**config.mk**
```make
export PLATFORM = sky130hd
export DESIGN_NAME = if_stage
export DESIGN_NICKNAME = d
export VERILOG_FILES = /design/src/rtl/if_stage.sv
export SDC_FILE = /design/constraint.sdc
export NUM_CORES = 1
export LEC_CHECK = 0
export CORE_AREA = 2 2 119 121
export CTS_BUF_LIST = sky130_fd_sc_hd__clkbuf_16
export CTS_CLUSTER_SIZE = 14
export DETAILED_ROUTE_END_ITERATION = 8
export DIE_AREA = 0 0 121 123
export HOLD_SLACK_MARGIN = 0.1
export PLACE_DENSITY = 0.73
export SYNTH_ARGS = -nofsm -noshare
export SYNTH_HDL_FRONTEND = slang
export SYNTH_SLANG_ARGS = --single-unit
```
**constraint.sdc**
```tcl
create_clock -name clk -period 4.35 [get_ports clk]
set_clock_uncertainty 0.15 [all_clocks]
set_input_delay 0.87 -clock clk [delete_from_list [all_inputs] [get_ports clk]]
set_output_delay 0.87 -clock clk [all_outputs]
set_load 0.02 [all_outputs]
```
**src/rtl/if_stage.sv**
```systemverilog
// Instruction-fetch stage: PC sequencing, single-cycle-latency IMEM interface and IF/ID register.
// Define IF_SKID_EN to keep an in-flight response across a stall instead of rewinding the PC.
module if_stage #(
   parameter logic [31:0] RESET_PC = 32'h0000_0000,
   parameter logic [31:0] NOP_INST = 32'h0000_0013
) (
   input  logic        clk,
   input  logic        rst,
   output logic        im_req,
   output logic [31:0] im_addr,
   input  logic [31:0] im_rdata,
   input  logic        stall_i,
   input  logic        redirect_i,
   input  logic [31:0] redirect_pc_i,
   output logic        id_valid,
   output logic [31:0] id_pc,
   output logic [31:0] id_inst
);

   typedef enum logic [1:0] {StBoot, StRun, StHold} state_e;

   state_e      state_q, state_d;
   logic [31:0] pc_q, pc_d;
   logic        pend_q, pend_d;
   logic [31:0] pend_pc_q, pend_pc_d;
   logic        id_valid_q, id_valid_d;
   logic [31:0] id_pc_q, id_pc_d;
   logic [31:0] id_inst_q, id_inst_d;
`ifdef IF_SKID_EN
   logic        skid_valid_q, skid_valid_d;
   logic [31:0] skid_pc_q, skid_pc_d;
   logic [31:0] skid_inst_q, skid_inst_d;
`endif

   assign im_req   = (state_q != StBoot) && !stall_i;
   assign im_addr  = pc_q;
   assign id_valid = id_valid_q;
   assign id_pc    = id_pc_q;
   assign id_inst  = id_inst_q;

   always_comb begin
      state_d    = state_q;
      pc_d       = pc_q;
      pend_d     = 1'b0;
      pend_pc_d  = pend_pc_q;
      id_valid_d = id_valid_q;
      id_pc_d    = id_pc_q;
      id_inst_d  = id_inst_q;
`ifdef IF_SKID_EN
      skid_valid_d = skid_valid_q;
      skid_pc_d    = skid_pc_q;
      skid_inst_d  = skid_inst_q;
`endif

      unique case (state_q)
         StBoot:  state_d = StRun;
         StRun:   if (stall_i) state_d = StHold;
         StHold:  if (!stall_i) state_d = StRun;
         default: state_d = StBoot;
      endcase

      if (im_req) begin
         pc_d      = pc_q + 32'd4;
         pend_d    = 1'b1;
         pend_pc_d = pc_q;
      end

      if (!stall_i) begin
`ifdef IF_SKID_EN
         if (skid_valid_q) begin
            id_valid_d   = 1'b1;
            id_pc_d      = skid_pc_q;
            id_inst_d    = skid_inst_q;
            skid_valid_d = 1'b0;
         end else
`endif
         if (pend_q) begin
            id_valid_d = 1'b1;
            id_pc_d    = pend_pc_q;
            id_inst_d  = im_rdata;
         end else begin
            id_valid_d = 1'b0;
            id_inst_d  = NOP_INST;
         end
      end else if (pend_q) begin
         // Response arrives while IF/ID is frozen: park it, or rewind and refetch later.
`ifdef IF_SKID_EN
         skid_valid_d = 1'b1;
         skid_pc_d    = pend_pc_q;
         skid_inst_d  = im_rdata;
`else
         pc_d = pend_pc_q;
`endif
      end

      if (redirect_i) begin
         state_d    = StRun;
         pc_d       = redirect_pc_i & ~32'h0000_0003;
         pend_d     = 1'b0;
         id_valid_d = 1'b0;
         id_inst_d  = NOP_INST;
`ifdef IF_SKID_EN
         skid_valid_d = 1'b0;
`endif
      end
   end

   always_ff @(posedge clk or posedge rst) begin
      if (rst) begin
         state_q    <= StBoot;
         pc_q       <= RESET_PC;
         pend_q     <= 1'b0;
         pend_pc_q  <= RESET_PC;
         id_valid_q <= 1'b0;
         id_pc_q    <= RESET_PC;
         id_inst_q  <= NOP_INST;
`ifdef IF_SKID_EN
         skid_valid_q <= 1'b0;
         skid_pc_q    <= RESET_PC;
         skid_inst_q  <= NOP_INST;
`endif
      end else begin
         state_q    <= state_d;
         pc_q       <= pc_d;
         pend_q     <= pend_d;
         pend_pc_q  <= pend_pc_d;
         id_valid_q <= id_valid_d;
         id_pc_q    <= id_pc_d;
         id_inst_q  <= id_inst_d;
`ifdef IF_SKID_EN
         skid_valid_q <= skid_valid_d;
         skid_pc_q    <= skid_pc_d;
         skid_inst_q  <= skid_inst_d;
`endif
      end
   end

endmodule

```
# After elaboration in Yosys (flattened, before gate mapping)
# Index checks and enable logic that the tools add are counted.
[totals] register_bits=132 in_bits=68 output_inout_bits=98 wordCells=36
[classes] add_sub_neg=1 n_eq_ne=5 muxes=16 n_bitwise=1 reduce_logical=6
[op_table] operator="$mux 32" count=7
[op_table] operator="$add 32x3->32 const B" count=1
[op_table] operator="$mux 2" count=3
[op_table] operator="$ne 3x3->1 const B" count=2
[op_table] operator="$pmux 2 s3" count=1
[op_table] operator="$mux 1" count=5
[op_table] operator="$reduce_and 2->1" count=2
[op_table] operator="$eq 2x1->1 const B" count=1
[op_table] operator="$eq 2x2->1 const B" count=1
[op_table] operator="$logic_not 2->1" count=1
[op_table] operator="$ne 2x1->1 const B" count=1
[op_table] operator="$reduce_bool 2->1" count=1
[op_table] operator="$logic_and 1x1->1" count=1
[op_table] operator="$logic_not 1->1" count=1
[op_table] operator="$not 1->1" count=1

# Longest topological paths before layout
[logic_depth] ltp_word=6 ltp_mapped=7 depth_no_buf=6

# Least setup slack after synthesis
# Ideal clock, no wire load.
[synth_path] kind="in2out" from="input port stall_i" to="output port im_req" t_arrival_ps=1561 required_time_ps=3330 slack_ps=1769 path_stages=3 n_path_buf=1 path_cell_list="o21bai_4 -> inv_2 -> clkbuf_1"
[synth_between] elab_chain_len=2
[synth_lines] item="start: declaration" line="12" source="input logic stall_i,"
[synth_lines] item="$logic_not 1->1"
[synth_lines] item="$logic_and 1x1->1" line="35" source="assign im_req = (state_q != StBoot) && !stall_i;"
[synth_lines] item="end: declaration" line="9" source="output logic im_req,"
# No other way between the ends.

# Final worst setup path
# Same ends and word-level chain as after synthesis.

==> run metrics <==
status=completed; core box area=13600 µm²; chip height=about 120 µm; drt first-iter violations=between 200 and 300; Crit path buffers/inverters=3; number of synthesized register bits=approximately 130; Flop pwr share=between 40% and 50%; IO Port Bufs=roughly 160; Comb pwr share=between 20 and 25%; R2R Path Start=state_q[0]$_DFFE_PP0P_; Area Growth Syn to Fin=42.2%; drt pass-1 iters=5; largest net degree at the start of global routing=70; GRT Overall Usage=a little over a fifth; share of layout cells above drive strength 1=between 10% and 20%; post-synthesis cell area=5740 µm²; slew margin rel.=a little over a fifth; Final min period=about 3.5 ns; GP Congestion=0.814; Worst R2R Path Depth=7; Fin. Hold Viols=0; Ant. Diodes=0; cell count after synthesis=about 530; actual slew at the worst max-slew pin=between 1 and 1.5 ns; Synth area leader=dfrtp_1; clock sink count=between 100 and 150; RSZ-0062 raised after global routing=false; clock transition at the registers of the reported paths=approximately 0.06 ns; min setup slack post-route=between 0.8 and 0.9 ns; number of synthesized flops with an enable pin=0; Root Driver=clkbuf_16; Crit path arrival time=approximately 2.5 ns; final non-filler cell total=around 890; VDD IR-drop max=approximately 0.00026 V; Critical Path End Type=primary output; Ports=about 170; WL per Instance=17.4 µm; starting density of the core=a little over two fifths; CTS tree=built; Total Power=about 3.8 mW; Routed Antenna Nets=0; Place WS=between 0.5 and 0.6 ns; Area contributors post-synth=dfrtp_1, nand2_1, mux2_2; Reg2Reg Capture Point=im_addr[15]$_DFF_PP0_; drt total wl=~15000 µm; Hold Crit Endpoint=id_valid$_DFFE_PP0P_; vias=between 4000 and 5000; max-cap violations=0; num rows=43; Net Sw Frac=~28%; Internal=between 2 and 3 mW; HP Start=id_valid$_DFFE_PP0P_; Synth Warn #=0; pins over their slew limit=0; final number of setup-violating endpoints=0; dpl hpwl=approximately 10000 µm; power density cells=~470 nW/µm²; Die W=about 120 µm; placed cell areas=approximately 7500 µm²; number of setup buffers added after CTS=0; cts hold-fix bufs=0; CP top delay family=buffers and inverters; DRC viols=0; post-route cell area=8160 µm²; asr flop ratio synth=100%; antenna violations before repair=0; net count after synthesis=603; Clk Latency, worst-skew pair=between 0.4 and 0.5 ns; setup TNS=0 ns; Syn Area/Cell=10.7 µm²; fmax=roughly 280 MHz; Seq/Total Area, Yosys=between 50% and 60%; Most used DFF post-synth=dfrtp_1; clock network fraction of total power=38.8%; die area=14900 µm²; Crit Path Class=input port to primary output; WP depth=4; element type at the critical path start=input port; Final #Nets=about 760; clk buf depth=2; critical path's most frequent cell=clkdlybuf4s50_1; first-pass GRT wire length=24800 µm; vias in the first global route=4752; P_sw=1.07 mW; CTS buffer count=17; Yosys cell types=45; Synth top area share=around 56%; worst-path maximum fanout=18; Hold Crit Class=flop to flop; worst path cell trace=clkdlybuf4s50_1 -> o21bai_4 -> inv_2 -> clkdlybuf4s50_1; fin crit share=between 80% and 90%; # resized after CTS=0; DR vias/cell=5.34; final core utilization=between 50% and 60%; largest stage delay on the critical path=about 0.62 ns; cell depth of the worst min-delay path=2; dpl cells=about 850; Slowest cell on crit path=clkdlybuf4s50_1; CP Data Required Time=between 3 and 4 ns; WHS=0.336 ns; H-tree depth=4; Reg2Reg Setup Slack=1.61 ns; grt total ovfl=0; P_leak=~3.5 nW
-- Yosys cell counts, types with 7 or more instances --
cell type	instances
a22o_1	29
nand2_1	151
xnor2_1	19
mux2_2	32
nor4_1	9
inv_1	8
dfrtp_1	129
o21ai_0	9
nand4_1	12
o221ai_1	13
nor3_1	10
nor2_1	9
clkbuf_1	29
xor2_1	8
nand3_1	7
-- worst register-to-register path: stages (launching register included) --
cell and delay (ns):
dfrtp_1 0.45, o21bai_4 0.22, inv_2 0.11, buf_4 0.37, nand4_1 0.52, or3_1 0.48
a311o_1 0.32, nand2_1 0.06
-- cell families after synthesis --
family	share of synthesized area, %
compound gates	11.1
fa+ha+maj	0.218
buf+inv	2.97
simple gates	17.1
flops	57.7
mux	6.81
xor+xnor	4.12
-- per-layer routing --
metal	wire (µm)	GRT usage (%)	part of all wire (%)	up-vias
met2	7090	33.9	46	204
li1	-	-	-	2189
met1	6620	27.7	43	2306
met4	311	8.87	2.0	0
met5	0	0	0	-
met3	1360	7.15	8.8	29
-- layout by cell type (no fill, tap or decap), types with 3 or more instances in the layout --
cell type        count
a221oi_1             5
mux2i_1              3
o22a_1               3
o21ai_0              9
bufinv_16            4
xnor2_1             19
mux2_2              32
nand4_1             12
nand2_1            151
o221ai_2             3
and4_1               5
xor2_1               8
and3_1               4
clkdlybuf4s50_1    162
dfrtp_1            129
clkinv_2             4
nor2_1               9
buf_4                8
dfstp_2              3
nand3_1              7
inv_1                7
nor3_1              10
a22o_1              29
nor4_1               9
o221ai_1            13
clkbuf_16           17
a31oi_1              3
clkinvlp_4           4
-- state kept, by name (all words and copies together) (netlist names) --
name and count:
id_inst 32, pend_q 1, state_q 2, im_addr 32, id_valid 1, pend_pc_q 32
id_pc 32
-- how the worst max path moves through the flow --
stage	slack [ns]	startpoint	endpoint
CTS	0.83	stall_i	im_req
global route	0.72	stall_i	im_addr[23]$_DFF_PP0_
global placement	0.58	stall_i	im_addr[15]$_DFF_PP0_
finish	0.83	stall_i	im_req
floorplan	1.70	rst	id_inst[10]$_DFFE_PP0P_
detailed placement	0.51	stall_i	im_addr[23]$_DFF_PP0_
-- layout make-up --
cell class              count  area [µm²]
clock buffers              17         425
clock inverters            15         188
repair buffers            172        1710
fillers                  1109        5450
flip-flops and latches    132        3310
multi-input cells         359        2260
well taps                 180         225
inverters                  10        41.3
-- power groups by stage --
stage | Clock [mW] | Combinational, mW | Sequential [mW]
after detailed placement | 0 | 0.796 | 1.57
after floorplan | 0 | 0.261 | 1.69
final | 1.49 | 0.793 | 1.55
after CTS | 1.51 | 0.801 | 1.55
after global placement | 0 | 0.787 | 1.56
after global routing | 1.57 | 0.852 | 1.58
No activity file was read; power rests on OpenSTA's default activity.
